### src/rtl/fu_complete_arbiter_pkg.sv
// Shared completion-stage types: destination class, CDB packet and default FU count.
// PREG_NUMBER and XLEN may be predefined by the core; local defaults apply otherwise.
`ifndef PREG_NUMBER
`define PREG_NUMBER 64
`endif
`ifndef XLEN
`define XLEN 32
`endif

package fu_complete_arbiter_pkg;

  localparam int NUM_FU_DEF = 4;
  localparam int PREG_W     = $clog2(`PREG_NUMBER);
  localparam int DATA_W     = `XLEN;

  typedef enum logic [1:0] {
    DEST_NONE = 2'd0,
    DEST_INT  = 2'd1,
    DEST_FP   = 2'd2,
    DEST_CSR  = 2'd3
  } DEST_REG_SEL;

  localparam int SEL_W = $bits(DEST_REG_SEL);

  typedef struct packed {
    logic              valid;
    logic [PREG_W-1:0] tag;
    logic [DATA_W-1:0] data;
    DEST_REG_SEL       dest_sel;
    logic              wr_en;
  } CDB_PACKET;

  function automatic int onehot_idx(input logic [31:0] v);
    int idx;
    idx = 0;
    for (int i = 0; i < 32; i++) begin
      if (v[i]) begin
        idx = i;
      end
    end
    return idx;
  endfunction

endpackage

### src/rtl/fu_complete_arbiter_rr_arbiter.sv
// Single-grant completion arbiter. COMPLETE_RR_EN selects round-robin with a
// rotating pointer; otherwise fixed priority (lowest index) with no state.
module complete_rr_arbiter
  import fu_complete_arbiter_pkg::*;
#(
  parameter int NUM_FU = NUM_FU_DEF
) (
`ifdef COMPLETE_RR_EN
  input  logic              clk,
  input  logic              reset,
`endif
  input  logic [NUM_FU-1:0] i_req,
  input  logic              i_en,
  output logic [NUM_FU-1:0] o_grant
);

`ifdef COMPLETE_RR_EN
  localparam int PTR_W = (NUM_FU > 1) ? $clog2(NUM_FU) : 1;

  logic [PTR_W-1:0] r_ptr;
  logic [PTR_W-1:0] w_idx;
  logic             w_found;

  // Search starts at the pointer and wraps; first requester wins.
  always_comb begin
    o_grant = '0;
    w_found = 1'b0;
    w_idx   = '0;
    for (int i = 0; i < NUM_FU; i++) begin
      w_idx = PTR_W'((int'(r_ptr) + i) % NUM_FU);
      if (i_en && !w_found && i_req[w_idx]) begin
        o_grant[w_idx] = 1'b1;
        w_found        = 1'b1;
      end
    end
  end

  // Pointer moves past each winner; blocked cycles leave it alone.
  always_ff @(posedge clk) begin
    if (reset) begin
      r_ptr <= '0;
    end else if (|o_grant) begin
      r_ptr <= PTR_W'((onehot_idx(32'(o_grant)) + 1) % NUM_FU);
    end else begin
      r_ptr <= r_ptr;
    end
  end
`else
  logic w_found;

  // Lowest-index requester wins.
  always_comb begin
    o_grant = '0;
    w_found = 1'b0;
    for (int i = 0; i < NUM_FU; i++) begin
      if (i_en && !w_found && i_req[i]) begin
        o_grant[i] = 1'b1;
        w_found    = 1'b1;
      end
    end
  end
`endif

endmodule

### src/rtl/fu_complete_arbiter.sv
// FU completion stage: grants one finished FU per cycle and broadcasts its result
// on the CDB one cycle later. COMPLETE_RR_EN selects round-robin arbitration.
module fu_complete_arbiter
  import fu_complete_arbiter_pkg::*;
#(
  parameter int NUM_FU = NUM_FU_DEF
) (
  input  logic                     clk,
  input  logic                     reset,
  input  logic [1:0]               branch_recover_i,
  input  logic [NUM_FU-1:0]        fu_done_i,
  input  logic [NUM_FU*DATA_W-1:0] fu_result_i,
  input  logic [NUM_FU*PREG_W-1:0] fu_dest_reg_i,
  input  logic [NUM_FU*SEL_W-1:0]  fu_dest_sel_i,
  input  logic [NUM_FU-1:0]        fu_wr_en_i,
  output logic [NUM_FU-1:0]        complete_en_o,
  output logic                     cdb_valid_o,
  output logic [PREG_W-1:0]        cdb_tag_o,
  output logic [DATA_W-1:0]        cdb_data_o,
  output DEST_REG_SEL              cdb_dest_sel_o,
  output logic                     regfile_wr_en_o
);

  logic              w_kill;
  logic [NUM_FU-1:0] w_grant;
  CDB_PACKET         w_pkt;
  CDB_PACKET         r_cdb;

  assign w_kill = reset | (branch_recover_i != 2'b00);

  complete_rr_arbiter #(
    .NUM_FU (NUM_FU)
  ) u_arb (
`ifdef COMPLETE_RR_EN
    .clk     (clk),
    .reset   (reset),
`endif
    .i_req   (fu_done_i),
    .i_en    (~w_kill),
    .o_grant (w_grant)
  );

  // Grant is one-hot, so a plain select loop forms the winner's payload.
  always_comb begin
    w_pkt = '0;
    for (int i = 0; i < NUM_FU; i++) begin
      if (w_grant[i]) begin
        w_pkt.valid    = 1'b1;
        w_pkt.tag      = fu_dest_reg_i[i*PREG_W +: PREG_W];
        w_pkt.data     = fu_result_i[i*DATA_W +: DATA_W];
        w_pkt.dest_sel = DEST_REG_SEL'(fu_dest_sel_i[i*SEL_W +: SEL_W]);
        w_pkt.wr_en    = fu_wr_en_i[i];
      end
    end
  end

  // Output register: load on grant, otherwise drop valid and hold the payload.
  always_ff @(posedge clk) begin
    if (reset) begin
      r_cdb <= '0;
    end else if (w_pkt.valid) begin
      r_cdb <= w_pkt;
    end else begin
      r_cdb.valid <= 1'b0;
      r_cdb.wr_en <= 1'b0;
    end
  end

  // A flush or reset in the broadcast cycle suppresses the result captured just before.
  assign complete_en_o   = w_grant;
  assign cdb_valid_o     = r_cdb.valid & ~w_kill;
  assign regfile_wr_en_o = r_cdb.valid & r_cdb.wr_en & ~w_kill;
  assign cdb_tag_o       = r_cdb.tag;
  assign cdb_data_o      = r_cdb.data;
  assign cdb_dest_sel_o  = r_cdb.dest_sel;

endmodule

### config.mk
export PLATFORM = sky130hd
export DESIGN_NAME = fu_complete_arbiter
export DESIGN_NICKNAME = d
export VERILOG_FILES = /design/src/rtl/fu_complete_arbiter_pkg.sv /design/src/rtl/fu_complete_arbiter_rr_arbiter.sv /design/src/rtl/fu_complete_arbiter.sv
export SDC_FILE = /design/constraint.sdc
export NUM_CORES = 1
export LEC_CHECK = 0
export ABC_AREA = 1
export CELL_PAD_IN_SITES_DETAIL_PLACEMENT = 1
export CELL_PAD_IN_SITES_GLOBAL_PLACEMENT = 1
export CORE_MARGIN = 3
export CORE_UTILIZATION = 22
export CTS_BUF_LIST = sky130_fd_sc_hd__clkbuf_8
export CTS_CLUSTER_DIAMETER = 30
export DETAILED_ROUTE_END_ITERATION = 7
export PLACE_DENSITY_LB_ADDON = 0.1
export REMOVE_ABC_BUFFERS = 1
export SYNTH_ARGS = -nofsm -noshare
export SYNTH_HDL_FRONTEND = slang
export SYNTH_SLANG_ARGS = --single-unit
### constraint.sdc
create_clock -name clk -period 3.85 [get_ports clk]
set_clock_uncertainty 0.1 [all_clocks]
set_input_delay 0.9625 -clock clk [delete_from_list [all_inputs] [get_ports clk]]
set_output_delay 0.9625 -clock clk [all_outputs]
set_load 0.05 [all_outputs]
# After elaboration in Yosys (flattened, before gate mapping)

Index checks and enable logic that the tools add are counted.

Reductions and logical operators: 12
Multiplexer cells: 11
Bitwise logic cells: 6

Operator list:

| operator           | count |
|---|---|
| two-way mux 42 bit | 4 |
| logical AND 1 bit  | 7 |
| two-way mux 1 bit  | 7 |
| bitwise AND 1 bit  | 3 |
| logical NOT 1 bit  | 3 |
| inverter 1 bit     | 2 |
| nonzero test 2 bit | 1 |
| OR reduction 2 bit | 1 |
| OR 1 bit           | 1 |

Input bits: 172
Output and inout bits: 46
Logic and storage cells: 34
Flip-flop bits (word level): 42

# Longest topological paths before layout

Word-level depth: 20
Gate-level depth with buffers: 10
Mapped depth without buffers: 9

# Modules after synthesis

Synthesis repeated with hierarchy kept, for this count alone.

Cell total of the unflattened synthesis: 597
Area total of the unflattened synthesis: 3552.2 µm²

Modules (own cells, without submodules):

| module              | instances | area each (µm²) | cells each |
|---|---|---|---|
| fu_complete_arbiter | 1         | 3509.6          | 586 |
| complete_rr_arbiter | 1         | 42.5            | 11 |

# Worst setup path after synthesis

OpenSTA, ideal clock, no wires.

Kind: input -> output
From: in branch_recover_i[1]
To: out complete_en_o[2]
Data required time: 2788 ps
Arrival: 1840 ps
Path slack: 947 ps
Stages on the path: 4
Cell sequence: nor2_4 nand3_1 nor2_1 buf_2

Cells in the longest elaborated chain, start to end: 13

RTL lines:

| element                          | RTL line                             | text |
|---|---|---|
| start, declared                  | fu_complete_arbiter.sv:10            | `input logic [1:0] branch_recover_i,` |
| nonzero test 2 bit *             | fu_complete_arbiter.sv:29            | `assign w_kill = reset \| (branch_recover_i != 2'b00);` |
| OR 1 bit *                       | fu_complete_arbiter.sv:29            |  |
| inverter 1 bit *                 | fu_complete_arbiter.sv:39            | `.i_en (~w_kill),` |
| logical AND 1 bit                | fu_complete_arbiter_rr_arbiter.sv:56 | `if (i_en && !w_found && i_req[i]) begin` |
| two-way mux 1 bit                | fu_complete_arbiter_rr_arbiter.sv:56 |  |
| logical NOT 1 bit                | fu_complete_arbiter_rr_arbiter.sv:56 |  |
| logical AND 1 bit (2 in a row)   | fu_complete_arbiter_rr_arbiter.sv:56 |  |
| two-way mux 1 bit                | fu_complete_arbiter_rr_arbiter.sv:56 |  |
| logical NOT 1 bit                | fu_complete_arbiter_rr_arbiter.sv:56 |  |
| logical AND 1 bit * (2 in a row) | fu_complete_arbiter_rr_arbiter.sv:56 |  |
| two-way mux 1 bit *              | fu_complete_arbiter_rr_arbiter.sv:56 |  |
| end, declared                    | fu_complete_arbiter.sv:16            | `output logic [NUM_FU-1:0] complete_en_o,` |

Mark *: on every way between the ends. The rest lies on a longest branch, timed or not.

# Worst setup path after layout

From: in reset
To: out complete_en_o[3]

Cells in the longest elaborated chain, start to end: 16

RTL lines:

| element                          | RTL line                             | text |
|---|---|---|
| start, declared                  | fu_complete_arbiter.sv:9             | `input logic reset,` |
| OR 1 bit *                       | fu_complete_arbiter.sv:29            |  |
| inverter 1 bit *                 | fu_complete_arbiter.sv:39            |  |
| logical AND 1 bit                | fu_complete_arbiter_rr_arbiter.sv:56 |  |
| two-way mux 1 bit                | fu_complete_arbiter_rr_arbiter.sv:56 |  |
| logical NOT 1 bit                | fu_complete_arbiter_rr_arbiter.sv:56 |  |
| logical AND 1 bit (2 in a row)   | fu_complete_arbiter_rr_arbiter.sv:56 |  |
| two-way mux 1 bit                | fu_complete_arbiter_rr_arbiter.sv:56 |  |
| logical NOT 1 bit                | fu_complete_arbiter_rr_arbiter.sv:56 |  |
| logical AND 1 bit (2 in a row)   | fu_complete_arbiter_rr_arbiter.sv:56 |  |
| two-way mux 1 bit                | fu_complete_arbiter_rr_arbiter.sv:56 |  |
| logical NOT 1 bit                | fu_complete_arbiter_rr_arbiter.sv:56 |  |
| logical AND 1 bit * (2 in a row) | fu_complete_arbiter_rr_arbiter.sv:56 |  |
| two-way mux 1 bit *              | fu_complete_arbiter_rr_arbiter.sv:56 |  |

Marks and branches as above.

==> results_dict.tcl <==
set metrics [dict create \
    syn_area_mm2 0.00262 \
    synth-edff-count 0 \
    finalHoldViolations 0 \
    hold_class "reg -> reg" \
    cts_buffers 5 \
    synth_most_common_cell "nand2_1" \
    first_global_vias 3267 \
    cts_sinks 42 \
    via_count 3183 \
    slew_viol_final 0 \
    slew_headroom_pct 63.4 \
    core_area_mm2 0.0115 \
    worstPathRequired_ns 2.79 \
    cts_buffer_depth 2 \
    drtIter0Drc 84 \
    wl_per_cell_um 15.6 \
    fin_crit_sh_pct 88.1 \
    grt.total_usage_pct 17.0 \
    place.gp.congestion 0.742 \
    clock.fmax_ghz 0.295 \
    drtPass1Iterations 4 \
    avgSynthCellArea_um2 6.30 \
    antenna_found_initial 0 \
    drc 0 \
    die_area_mm2 0.0132 \
    clk_pin_slew_ns 0.08 \
    die_w_um 115 \
    path_class "in -> out" \
    routed_wirelength_um 11400 \
    htree_levels 2 \
    ys_top_cells_by_count "nand2_1 (204), dfxtp_1 (42), nand3_1 (41)" \
    setup_violations 0 \
    whs_ns 0.376 \
    io_pins 218 \
    crit_arrival_ns 2.33 \
    p_leak_nw 2.06 \
    status "finished clean" \
    cp_max_fo 6 \
    synthArstFlopShare_pct 0 \
    grt_max_degree 41 \
    hpwl_um 8570 \
    synth_warnings 0 \
    synth-main-ff-cell "dfxtp_1" \
    grt_pass1_wl_um 17400 \
    synth-seq-area-share_pct 32.1 \
    rsz0062_at_grt "no" \
    maxCapViolations 0 \
    cts_resized 0 \
    cp-start-kind "input pin" \
    final_cells 730 \
    syn_to_final_growth_pct 80.1 \
    die_h_um 115 \
    dp.cells 722 \
    post_cts_buffers 0 \
    root_buffer "clkbuf_8" \
    cp-end-kind "primary output" \
    yosysTopAreaCellShare_pct 32.1 \
    cts_hold_buf 0 \
    post_drt_via_cell_ratio 4.36 \
    synth_cells 416 \
    power_density_mw_per_mm2 278 \
    ant_nets 0 \
    ir_drop_mv 0.108 \
    insertedDiodeCount 0 \
    drive_above_1_share_pct 4.94 \
    period_minus_slack_ns 3.39 \
    start_util_pct 22.7 \
    tightest_slew_ns 0.547 \
    fin_nets 758 \
    cts_tree "yes" \
    port_buffers 217 \
    ys_top_cells_by_area "dfxtp_1 (32%), nand2_1 (29%), buf_4 (11%)" \
    rrSetupSlack_ns 3.04 \
    synth_cell_types 19 \
    overflow 0 \
    clk_latency_ns 0.31 \
    yosysTopAreaCell "dfxtp_1" \
    ys_ff_latch 42 \
    fill_cells 1465 \
    num_rows 39 \
]
logic make-up after synthesis:
logic type             synth area share [%]
and+or+nand+nor                        41.3
buffers and inverters                  18.4
DFF                                    32.1
AOI/OAI and AO/OA                      8.12
critical path: stages:
cell and delay [ns]:
clkdlybuf4s50_1 0.53, inv_2 0.11, o211ai_2 0.12, inv_1 0.15
nor3_4 0.27, buf_12 0.18
metrics by stage:
step / worst slack (ns) / setup TNS [ns] / total power [mW] / instance area, um^2 / utilization (%)
CTS: 0.446 / 0 / 1.34 / 4720 / 40.9
global route: 0.365 / 0 / 1.39 / 4720 / 40.9
floorplan: -0.350 / -0.350 / 0.718 / 2180 / -
finish: 0.460 / 0 / 1.31 / 4720 / 40.9
detailed placement: 0.447 / 0 / 1.01 / 4620 / 40.2
global placement: 0.475 / 0 / 1.01 / 4620 / 40.2
path summary, 6_finish.rpt:
kind	cells after the start	start	end
worst max-delay path	6	reset	complete_en_o[3]
worst min-delay path	2	cdb_data_o[2]	cdb_data_o[2]
worst max register to register	4	cdb_data_o[11]	cdb_data_o[11]
worst min register to register	2	cdb_data_o[2]	cdb_data_o[2]
cell type report:
cell class                      count  area [um^2]  share of cell area (%)
Clock buffer                        6         82.6                    1.75
Clock inverter                      2         8.76                   0.186
Inverter                           12         45.0                   0.955
Multi-Input combinational cell    302         1310                    27.7
Sequential cell                    42          841                    17.8
Tap cell                          143          179                    3.79
Timing Repair Buffer              223         2250                    47.8
sequential cells by signal, indices dropped and copies added (netlist names):
signal and cells:
cdb_tag_o 6, r_cdb 2, cdb_dest_sel_o 2, cdb_data_o 32
cells in the final DEF, fill, tap and decap left out, types with 4 or more instances in the layout:
cell,n
clkbuf_8,6
inv_1,11
nand4_1,5
nand2_1,204
a21oi_1,39
buf_12,4
nor2_1,4
clkdlybuf4s50_1,211
nand3_1,41
dfxtp_1,42
buf_4,8
per-layer routing:
metal | wire length (um) | track usage [%]
met2 | 5760 | 30.2
met3 | 932 | 5.16
met1 | 4540 | 19.6
met5 | 0 | 0
met4 | 129 | 4.93
where the power goes:
| group | leakage, nW | internal [mW] | switching [mW] |
|---|---|---|---|
| Clock | 0.0524 | 0.143 | 0.170 |
| Sequential | 0.346 | 0.476 | 0.0208 |
| Combinational | 1.66 | 0.250 | 0.252 |
(Power assumes the default switching activity.)
